File: src/rtl/guitar_hero_pkg.sv
// Shared screen geometry, hit-window bounds and palette for the note highway.
package guitar_hero_pkg;

  localparam logic [9:0] H_ACTIVE     = 10'd640;
  localparam logic [9:0] V_ACTIVE     = 10'd480;
  localparam logic [9:0] TICK_X       = 10'd639;
  localparam logic [9:0] TICK_Y       = 10'd479;

  localparam logic [9:0] LANE_X0      = 10'd160;
  localparam logic [9:0] LANE_W       = 10'd80;
  localparam int         NUM_LANES    = 4;
  localparam logic [9:0] NOTE_X_LO    = 10'd8;
  localparam logic [9:0] NOTE_X_HI    = 10'd71;
  localparam logic [9:0] NOTE_H       = 10'd16;

  localparam logic [9:0] HIT_Y_LO     = 10'd424;
  localparam logic [9:0] HIT_Y_HI     = 10'd447;
  localparam logic [9:0] HITLINE_Y_LO = 10'd440;
  localparam logic [9:0] HITLINE_Y_HI = 10'd443;
  localparam logic [9:0] HITLINE_X_HI = 10'd479;

  typedef logic [11:0] rgb_t;

  localparam rgb_t COL_BLACK  = 12'h000;
  localparam rgb_t COL_WHITE  = 12'hFFF;
  localparam rgb_t COL_GREY   = 12'h888;
  localparam rgb_t COL_GREEN  = 12'h0F0;
  localparam rgb_t COL_RED    = 12'hF00;
  localparam rgb_t COL_YELLOW = 12'hFF0;
  localparam rgb_t COL_BLUE   = 12'h00F;

  typedef enum logic [1:0] {
    LANE_GREEN  = 2'd0,
    LANE_RED    = 2'd1,
    LANE_YELLOW = 2'd2,
    LANE_BLUE   = 2'd3
  } lane_t;

  function automatic rgb_t lane_colour(lane_t lane);
    case (lane)
      LANE_GREEN:  return COL_GREEN;
      LANE_RED:    return COL_RED;
      LANE_YELLOW: return COL_YELLOW;
      default:     return COL_BLUE;
    endcase
  endfunction

  function automatic logic [9:0] lane_origin(lane_t lane);
    return LANE_X0 + LANE_W * {8'd0, lane};
  endfunction

  // Dividers sit on the left edge of every lane plus the right edge of the last.
  function automatic logic is_divider(logic [9:0] x);
    logic hit;
    hit = 1'b0;
    for (int k = 0; k <= NUM_LANES; k++) begin
      if (x == LANE_X0 + LANE_W * 10'(k)) hit = 1'b1;
    end
    return hit;
  endfunction

endpackage

File: src/rtl/note_slot.sv
// One on-screen note: valid/lane/y state, per-frame fall, and pixel coverage test.
module note_slot
  import guitar_hero_pkg::*;
#(
  parameter int SPEED = 4
) (
  input  logic       VGAclk,
  input  logic       reset,
  input  logic       tick,
  input  logic       load,
  input  lane_t      load_lane,
  input  logic       clear,
  input  logic [9:0] px,
  input  logic [9:0] py,
  output logic       valid,
  output lane_t      lane,
  output logic [9:0] y,
  output logic       miss,
  output logic       pix_on
);

  logic [10:0] y_next;
  logic [10:0] y_bot;
  logic [9:0]  x_lo;
  logic [9:0]  x_hi;
  logic        falls_off;

  assign y_next    = {1'b0, y} + 11'(SPEED);
  assign falls_off = (y_next >= {1'b0, V_ACTIVE});

  // A note removed by a strum on the tick cycle is not also a miss.
  assign miss = valid && tick && !clear && falls_off;

  assign x_lo   = lane_origin(lane) + NOTE_X_LO;
  assign x_hi   = lane_origin(lane) + NOTE_X_HI;
  assign y_bot  = {1'b0, y} + {1'b0, NOTE_H} - 11'd1;
  assign pix_on = valid && (px >= x_lo) && (px <= x_hi) &&
                  ({1'b0, py} >= {1'b0, y}) && ({1'b0, py} <= y_bot);

  always_ff @(posedge VGAclk) begin
    if (reset) begin
      valid <= 1'b0;
      lane  <= LANE_GREEN;
      y     <= '0;
    end else if (clear) begin
      valid <= 1'b0;
    end else if (load) begin
      valid <= 1'b1;
      lane  <= load_lane;
      y     <= '0;
    end else if (tick && valid) begin
      if (falls_off) valid <= 1'b0;
      else           y     <= y_next[9:0];
    end
  end

endmodule

File: src/rtl/note_highway_renderer.sv
// Note highway: spawn/strum slot selection, miss counting and 1-cycle colour pipeline.
module note_highway_renderer
  import guitar_hero_pkg::*;
#(
  parameter int NUM_SLOTS = 8,
  parameter int SPEED     = 4
) (
  input  logic       VGAclk,
  input  logic       reset,
  input  logic [9:0] i_x,
  input  logic [9:0] i_y,
  input  logic       i_hsync,
  input  logic       i_vsync,
  input  logic       i_spawn_valid,
  input  logic [1:0] i_spawn_lane,
  output logic       o_spawn_ready,
  input  logic       i_hit_valid,
  input  logic [1:0] i_hit_lane,
  output logic [3:0] o_red,
  output logic [3:0] o_green,
  output logic [3:0] o_blue,
  output logic       o_hsync,
  output logic       o_vsync,
  output logic       o_hit,
  output logic [3:0] o_miss_cnt
);

  logic                 tick;
  logic [NUM_SLOTS-1:0] slot_valid;
  logic [NUM_SLOTS-1:0] slot_miss;
  logic [NUM_SLOTS-1:0] slot_pix;
  logic [NUM_SLOTS-1:0] load_vec;
  logic [NUM_SLOTS-1:0] clear_vec;
  logic [NUM_SLOTS-1:0] hit_sel;
  lane_t                slot_lane [NUM_SLOTS];
  logic [9:0]           slot_y    [NUM_SLOTS];

  logic                 spawn_found;
  logic                 hit_found;
  logic [9:0]           best_y;
  logic                 note_found;
  rgb_t                 note_col;
  rgb_t                 pix_col;
  logic                 active;
  logic [3:0]           miss_sum;

  assign tick          = (i_x == TICK_X) && (i_y == TICK_Y);
  assign o_spawn_ready = ~&slot_valid;

  for (genvar g = 0; g < NUM_SLOTS; g++) begin : g_slot
    note_slot #(.SPEED(SPEED)) u_slot (
      .VGAclk    (VGAclk),
      .reset     (reset),
      .tick      (tick),
      .load      (load_vec[g]),
      .load_lane (lane_t'(i_spawn_lane)),
      .clear     (clear_vec[g]),
      .px        (i_x),
      .py        (i_y),
      .valid     (slot_valid[g]),
      .lane      (slot_lane[g]),
      .y         (slot_y[g]),
      .miss      (slot_miss[g]),
      .pix_on    (slot_pix[g])
    );
  end

  // Spawn goes to the lowest-index free slot; selection uses registered valid only.
  always_comb begin
    load_vec    = '0;
    spawn_found = 1'b0;
    for (int i = 0; i < NUM_SLOTS; i++) begin
      if (!slot_valid[i] && !spawn_found) begin
        load_vec[i] = i_spawn_valid;
        spawn_found = 1'b1;
      end
    end
  end

  // Deepest in-window note in the strummed lane wins; strict '>' keeps the lowest index on ties.
  always_comb begin
    hit_sel   = '0;
    hit_found = 1'b0;
    best_y    = '0;
    for (int i = 0; i < NUM_SLOTS; i++) begin
      if (slot_valid[i] && (slot_lane[i] == lane_t'(i_hit_lane)) &&
          (slot_y[i] >= HIT_Y_LO) && (slot_y[i] <= HIT_Y_HI) &&
          (!hit_found || (slot_y[i] > best_y))) begin
        hit_sel    = '0;
        hit_sel[i] = 1'b1;
        best_y     = slot_y[i];
        hit_found  = 1'b1;
      end
    end
    clear_vec = (i_hit_valid && hit_found) ? hit_sel : '0;
  end

  always_comb begin
    miss_sum = '0;
    for (int i = 0; i < NUM_SLOTS; i++) begin
      miss_sum = miss_sum + {3'd0, slot_miss[i]};
    end
  end

  always_comb begin
    note_found = 1'b0;
    note_col   = COL_BLACK;
    for (int i = 0; i < NUM_SLOTS; i++) begin
      if (slot_pix[i] && !note_found) begin
        note_col   = lane_colour(slot_lane[i]);
        note_found = 1'b1;
      end
    end
  end

  always_comb begin
    active  = (i_x < H_ACTIVE) && (i_y < V_ACTIVE);
    pix_col = COL_BLACK;
    if (!active)
      pix_col = COL_BLACK;
    else if (note_found)
      pix_col = note_col;
    else if ((i_y >= HITLINE_Y_LO) && (i_y <= HITLINE_Y_HI) &&
             (i_x >= LANE_X0) && (i_x <= HITLINE_X_HI))
      pix_col = COL_WHITE;
    else if (is_divider(i_x))
      pix_col = COL_GREY;
  end

  always_ff @(posedge VGAclk) begin
    if (reset) begin
      {o_red, o_green, o_blue} <= COL_BLACK;
      o_hsync    <= 1'b1;
      o_vsync    <= 1'b1;
      o_hit      <= 1'b0;
      o_miss_cnt <= '0;
    end else begin
      {o_red, o_green, o_blue} <= pix_col;
      o_hsync    <= i_hsync;
      o_vsync    <= i_vsync;
      o_hit      <= i_hit_valid && hit_found;
      o_miss_cnt <= miss_sum;
    end
  end

endmodule

File: config.mk
export PLATFORM = sky130hd
export DESIGN_NAME = note_highway_renderer
export DESIGN_NICKNAME = d
export VERILOG_FILES = /design/src/rtl/guitar_hero_pkg.sv /design/src/rtl/note_slot.sv /design/src/rtl/note_highway_renderer.sv
export SDC_FILE = /design/constraint.sdc
export NUM_CORES = 1
export LEC_CHECK = 0
export ABC_AREA = 0
export CORE_UTILIZATION = 56
export CTS_BUF_LIST = sky130_fd_sc_hd__clkbuf_16
export CTS_CLUSTER_DIAMETER = 60
export DETAILED_ROUTE_END_ITERATION = 7
export MAX_ROUTING_LAYER = met4
export PLACE_DENSITY = 0.84
export SLEW_MARGIN = 20
export SYNTH_ARGS = -nofsm -noshare
export SYNTH_HDL_FRONTEND = slang
export SYNTH_SLANG_ARGS = --single-unit
File: constraint.sdc
create_clock -name VGAclk -period 41.2 [get_ports VGAclk]
set_input_delay 8.24 -clock VGAclk [delete_from_list [all_inputs] [get_ports VGAclk]]
set_output_delay 8.24 -clock VGAclk [all_outputs]
set_load 0.01 [all_outputs]
Yosys cells after proc, flatten, opt, wreduce, memory -nomap -nowiden
Index checks and enable logic that the tools add are counted.
Operators by class
  reduce and logical (&&, ||, !) cells: 208
  bitwise logic cells: 9
  add/subtract/negate cells: 55
  multipliers: 8
  muxes and demuxes: 122
  eq/ne operators: 39
  $lt $le $gt $ge: 69
Operators with widths (number)
  two-way mux 10 bit: 31
  case mux 12 bit (3 select lines): 8
  >= comparator 10 bit: 16
  two-way mux 12 bit: 11
  logical AND 1 bit: 107
  <= comparator 10 x 9 -> 1 bit (second input constant): 10
  >= comparator 10 x 9 -> 1 bit (second input constant): 9
  adder 10 x 3 -> 11 bit (second input constant): 8
  adder 10 x 5 -> 11 bit (second input constant): 8
  >= comparator 11 x 9 -> 1 bit (second input constant): 8
  <= comparator 10 x 11 -> 1 bit: 8
  subtractor 11 x 1 -> 11 bit (second input constant): 8
  adder 10 x 4 -> 10 bit (second input constant): 8
  adder 10 x 7 -> 10 bit (second input constant): 8
  adder 8 x 9 -> 10 bit (first input constant): 8
  <= comparator 10 bit: 8
  greater-than comparator 10 bit: 7
  two-way mux 1 bit: 64
  two-way mux 8 bit: 8
  equality test 10 x 9 -> 1 bit (second input constant): 4
  multiplier 3 x 2 -> 5 bit (first input constant): 8
  logical NOT 1 bit: 36
  AND reduction 2 bit: 16
  nonzero test 2 bit: 16
  other kinds (19): 87
Word-level totals
  output and inout bits: 20
  word-level logic and storage cells: 541
  flip-flop bits (word level): 123
  bits of input ports: 30

Depth between registers and ports, before layout
  depth after elaboration: 45
  depth in mapped cells: 76
  depth with buffers taken out: 73

By module
From an unflattened synthesis, not the netlist that was laid out.
Unflattened totals
  cell total of the unflattened synthesis: 1915
  area total of the unflattened synthesis: 15406.0 µm²
Modules (own cells, without submodules)
  note_slot at g_slot[0].u_slot ...: area each 1385.1 µm², cells an instance 166, seq. area each 220.2 µm², times used 7
  note_highway_renderer: area each 4325.4 µm², cells an instance 586, seq. area each 260.2 µm², times used 1
  note_slot at g_slot[6].u_slot: area each 1385.1 µm², cells an instance 167, seq. area each 220.2 µm², times used 1

Worst setup path before layout
OpenSTA, ideal clock, no wires.
  path type: in2reg
  start: input port i_hit_lane[1]
  end: register o_miss_cnt[2]
  path buffers: 5
  required time: 41.072 ns
  setup time: 0.128 ns
  path slack: 18.513 ns
  data arrival time: 22.560 ns
  cell stages on the path: 74
  cells stage by stage: buf_6 -> xor2_2 -> nor4_1 -> and3_1 -> buf_2 -> clkbuf_1 -> nand2_1 -> ha_1 -> a21o_1 -> a21o_1 -> a211oi_1 -> o21ai_0 -> a21oi_1 -> nor2_1 -> ha_1 -> a21o_1 -> a21oi_1 -> o211a_1 -> [38 not listed] -> ha_1 -> nand4_1 -> nor2_1 -> or4_1 -> o21ai_2 -> a21oi_2 -> and4_1 -> buf_2 -> or3_1 -> fa_1 -> fa_1 -> inv_1 -> fa_1 -> ha_1 -> inv_1 -> fa_1 -> xor2_1 -> nor2_1
On the way
  word-level cells in the longest chain between the ends: 45
  elaborated cells on any way between the ends: 116
  classes of those cells: 7 x add/sub; 7 x order compare; 8 x eq/ne; 24 x mux; 70 x reduce/logical
RTL lines
  start, declared: RTL line note_highway_renderer.sv:18  | input logic [1:0] i_hit_lane,
  equality test 2 bit: RTL line note_highway_renderer.sv:86  | if (slot_valid[i] && (slot_lane[i] == lane_t'(i_hit_lane)) &&
  logical AND 1 bit (2 in series): RTL line note_highway_renderer.sv:86
  logical AND 1 bit: RTL line note_highway_renderer.sv:87  | (slot_y[i] >= HIT_Y_LO) && (slot_y[i] <= HIT_Y_HI) &&
  two-way mux 10 bit / two-way mux 1 bit (equally long branches): RTL line note_highway_renderer.sv:86
  greater-than comparator 10 bit / logical NOT 1 bit (equally long branches): RTL line note_highway_renderer.sv:88  | (!hit_found || (slot_y[i] > best_y))) begin
  logical OR 1 bit: RTL line note_highway_renderer.sv:88
  logical AND 1 bit: RTL line note_highway_renderer.sv:87
  two-way mux 10 bit / two-way mux 1 bit (equally long branches): RTL line note_highway_renderer.sv:86
  [25 not listed]
  two-way mux 8 bit (*): RTL line note_highway_renderer.sv:95  | clear_vec = (i_hit_valid && hit_found) ? hit_sel : '0;
  logical NOT 1 bit: RTL line note_slot.sv:32  | assign miss = valid && tick && !clear && falls_off;
  logical AND 1 bit (2 in series): RTL line note_slot.sv:32
  adder 1 x 1 -> 2 bit: RTL line note_highway_renderer.sv:101  | miss_sum = miss_sum + {3'd0, slot_miss[i]};
  adder 2 x 1 -> 3 bit: RTL line note_highway_renderer.sv:101
  adder 3 x 1 -> 4 bit: RTL line note_highway_renderer.sv:101
  adder 4 x 1 -> 4 bit (3 in series): RTL line note_highway_renderer.sv:101
  adder 4 x 1 -> 4 bit (*): RTL line note_highway_renderer.sv:101
  end signal, assigned: RTL line note_highway_renderer.sv:142  | o_miss_cnt <= miss_sum;
  end, declared: RTL line note_highway_renderer.sv:25  | output logic [3:0] o_miss_cnt
Every way passes the cells marked *; elsewhere a longest branch is shown, timed or not.
A chain may end at the register's enable or synchronous reset.

Final worst setup path
Ends and elaborated chain as after synthesis.

==> metrics.txt <==
outcome finished clean; TritonCTS Buffers 9; commonest non-fill, non-tap cell in the layout ha_1; IO Port Bufs 49; Mapped Cells 1,804; placed cell area 15,000 um2; die width 161 um; Die Ht 161 um; Static Leak 5.96 nW; Setup Viol. Count Final 0; Top Family by Delay on Critical Path compound AO/OA/AOI/OAI gates; Initial Util 57.8%; post-synthesis sequential area ratio 14.2%; largest net degree at the start of global routing 56; Critical Path AT 25,270 ps; fmax 39.9 MHz; commonest cells after routing, fill and taps aside 331 x ha_1, 147 x nand2_1, 126 x nor2_1; maximum vdd drop 0.0000181 V; met2 Usage GRT 56.0%; Skew-Pair Late Insertion Delay 370 ps; critical path capture point o_miss_cnt[2]$_SDFF_PP0_; number of global-route vias before repair 13,700; first-pass GRT wire length 70.2 mm; Post-CTS Setup Inserts 0; Yosys reg bits 101; row cnt 57; syn_area_per_cell 7.88 um2; post_cts resized 0; clk slew on worst S/H paths 70 ps; # nets final 2,192; Vias per Instance 6.57; total vias in the final route 14,200; Pwr Density 15.6 nW/um2; Worst Path Required 41,430 ps; synth top area cells ha_1 29%, dfxtp_1 14%, a21oi_1 4.1%, nand2_1 3.9%, xnor2_1 3.6%; Slew HR 28.6%; slowest cell on the critical path a2111oi_1; WP depth 71; Worst Setup Path Type in -> reg; CTS root buf clkbuf_16; Final GP Congestion 0.985; clk sinks 101; I/O Pins 50; CTS tree done; Tmin final 25,040 ps; grt ovf 0; DRC violations left 0; Distinct cells, synth 99; hold buffer count at CTS 0; Die Area 26,000 um2; Slew Viols, Final 0; Largest stage delay, worst path 810 ps; post-detail-place hpwl 33.3 mm; M1 GR Usage 42.1%; Reg2Reg Depth 72; Most common cell on crit path a21o_1; post-synth top area cell ha_1; Critical path buffers and inverters 4; ANT nets after route 0; worst flop-to-flop path startpoint g_slot[0].u_slot.y[2]$_SDFFE_PP0P_; crit path launch i_hit_lane[1]; FF-to-FF End o_miss_cnt[2]$_SDFF_PP0_; clock tree buffer depth 2; Top FF cell, synth dfxtp_1; FFs w/ async S/R, synth 0%; Max Cap Viol 0; number of DRC markers in iteration 0 1,457; Synth warnings 0; Critical Path Source Type primary input; Synth top area share 29.1%; drt wl/cell 20.2 um; Layout area overhead 7.51%; r2r setup slk 24,080 ps; M3 GR Usage 4.90%; global route hottest layer met2; antenna violations before repair 1; total wire length 43.6 mm; setup_tns 0 ps; number of synthesized flops with an enable pin 0; Worst Tran Pin Value 1060 ps; Hold Path Class reg -> reg; final hold violations 0; unrepaired setup endpoints after global routing false; H-tree Lvls 3; Final Cycle Share 60.8%; Core ar. 24,600 um2; CP max FO 15; layout cells sized above 1 3.82%; Tot GR Track Use 34.5%; clk_skew 9.38 ps; drt first pass iters 5; synthesized cell area 14,200 um2; final design instance area without fill 15,300 um2; number of fill cells in the layout 2,124; Worst setup EP type flip-flop
==> final cells by class <==
class	instances	area (um2)	share of cell area, %
Clock buffer	9	225	1.47
Clock inverter	7	73.8	0.483
Tap cell	324	405	2.65
Timing Repair Buffer	67	621	4.06
Inverter	122	458	3.00
Antenna cell	1	2.50	0.0164
Sequential cell	101	2020	13.2
Multi-Input combinational cell	1526	11500	75.1
==> synthesized netlist by cell type, drive strengths merged, types with 6 or more instances <==
cell / n
ha: 331
nand2: 147
nor2: 126
inv: 121
a21oi: 117
dfxtp: 101
nand3: 77
nor3: 75
o21ai: 75
xnor2: 59
clkbuf: 44
a21o: 42
nand4: 40
a211oi: 29
mux2i: 27
or3: 27
buf: 24
nor4: 24
and3: 20
o21a: 19
o31ai: 19
xor2: 19
o211ai: 18
or4: 18
a31oi: 15
and2: 11
nand4b: 11
o22ai: 11
o311ai: 10
a2111oi: 9
or2: 9
a221oi: 7
nand2b: 7
nor2b: 7
nor3b: 7
o2111ai: 7
a211o: 6
==> how the worst min path moves through the flow <==
stage | startpoint | to | slack, ps | depth (start not counted)
after floorplan | g_slot[0].u_slot.y[7]$_SDFFE_PP0P_ | g_slot[0].u_slot.y[7]$_SDFFE_PP0P_ | 460 | 2
after global placement | g_slot[0].u_slot.y[7]$_SDFFE_PP0P_ | g_slot[0].u_slot.y[7]$_SDFFE_PP0P_ | 480 | 2
after detailed placement | g_slot[0].u_slot.y[7]$_SDFFE_PP0P_ | g_slot[0].u_slot.y[7]$_SDFFE_PP0P_ | 490 | 2
after CTS | g_slot[0].u_slot.y[7]$_SDFFE_PP0P_ | g_slot[0].u_slot.y[7]$_SDFFE_PP0P_ | 500 | 2
after global routing | g_slot[0].u_slot.y[7]$_SDFFE_PP0P_ | g_slot[0].u_slot.y[7]$_SDFFE_PP0P_ | 540 | 2
final | g_slot[0].u_slot.y[7]$_SDFFE_PP0P_ | g_slot[0].u_slot.y[7]$_SDFFE_PP0P_ | 500 | 2
==> metal layers <==
metal  wire length (um)  up-vias
met3               3120      130
met2              19900      579
met1              18600     6732
met4               1990        0
met5                  0        -
li1                   -     6738
==> report_power, final <==
| part | internal (mW) | total, mW | switching, mW |
|---|---|---|---|
| Sequential | 0.0980 | 0.0989 | 0.000924 |
| Clock | 0.0473 | 0.0901 | 0.0429 |
| Combinational | 0.0193 | 0.0491 | 0.0298 |
| Total | 0.165 | 0.238 | 0.0736 |
==> kinds of logic (layout without fill, tap and decap cells) <==
family                     after synthesis  after routing  share of synthesized area, %
DFF                                    101            101                          14.2
muxes                                   28             28                          1.98
adders and majority gates              336            336                          29.8
AOI/OAI and AO/OA                      442            442                          21.1
buffers and inverters                  190            205                          5.44
and+or+nand+nor                        628            628                          22.6
other                                    1             15                        0.0264
xor gates and xnor gates                78             78                          4.86
==> stage by stage <==
stage / hold WS (ps) / utilization (%) / instances / setup WS, ps / power [mW]
2_1_floorplan: 461 / - / 1817 / 18510 / 0.130
3_3_place_gp: 479 / 60.9 / 2140 / 16610 / 0.147
3_5_place_dp: 493 / 60.9 / 2140 / 16070 / 0.149
4_1_cts: 505 / 62.1 / 2156 / 16410 / 0.237
5_1_grt: 538 / 62.1 / 2157 / 14850 / 0.247
6_report: 503 / 62.1 / 2157 / 16160 / 0.238
==> sequential cells by signal, indices dropped and copies added (netlist names), 2 cells and up <==
register / flops
g_slot.u_slot.lane: 16
g_slot.u_slot.valid: 8
g_slot.u_slot.y: 64
o_blue: 2
o_green: 2
o_miss_cnt: 4
o_red: 2
==> tightest hold or removal path, cell delays in order, from the launching register on <==
cell and delay [ps]:
dfxtp_1 340, nand2_1 60, mux2i_1 60
No activity file was read; power rests on OpenSTA's default activity.
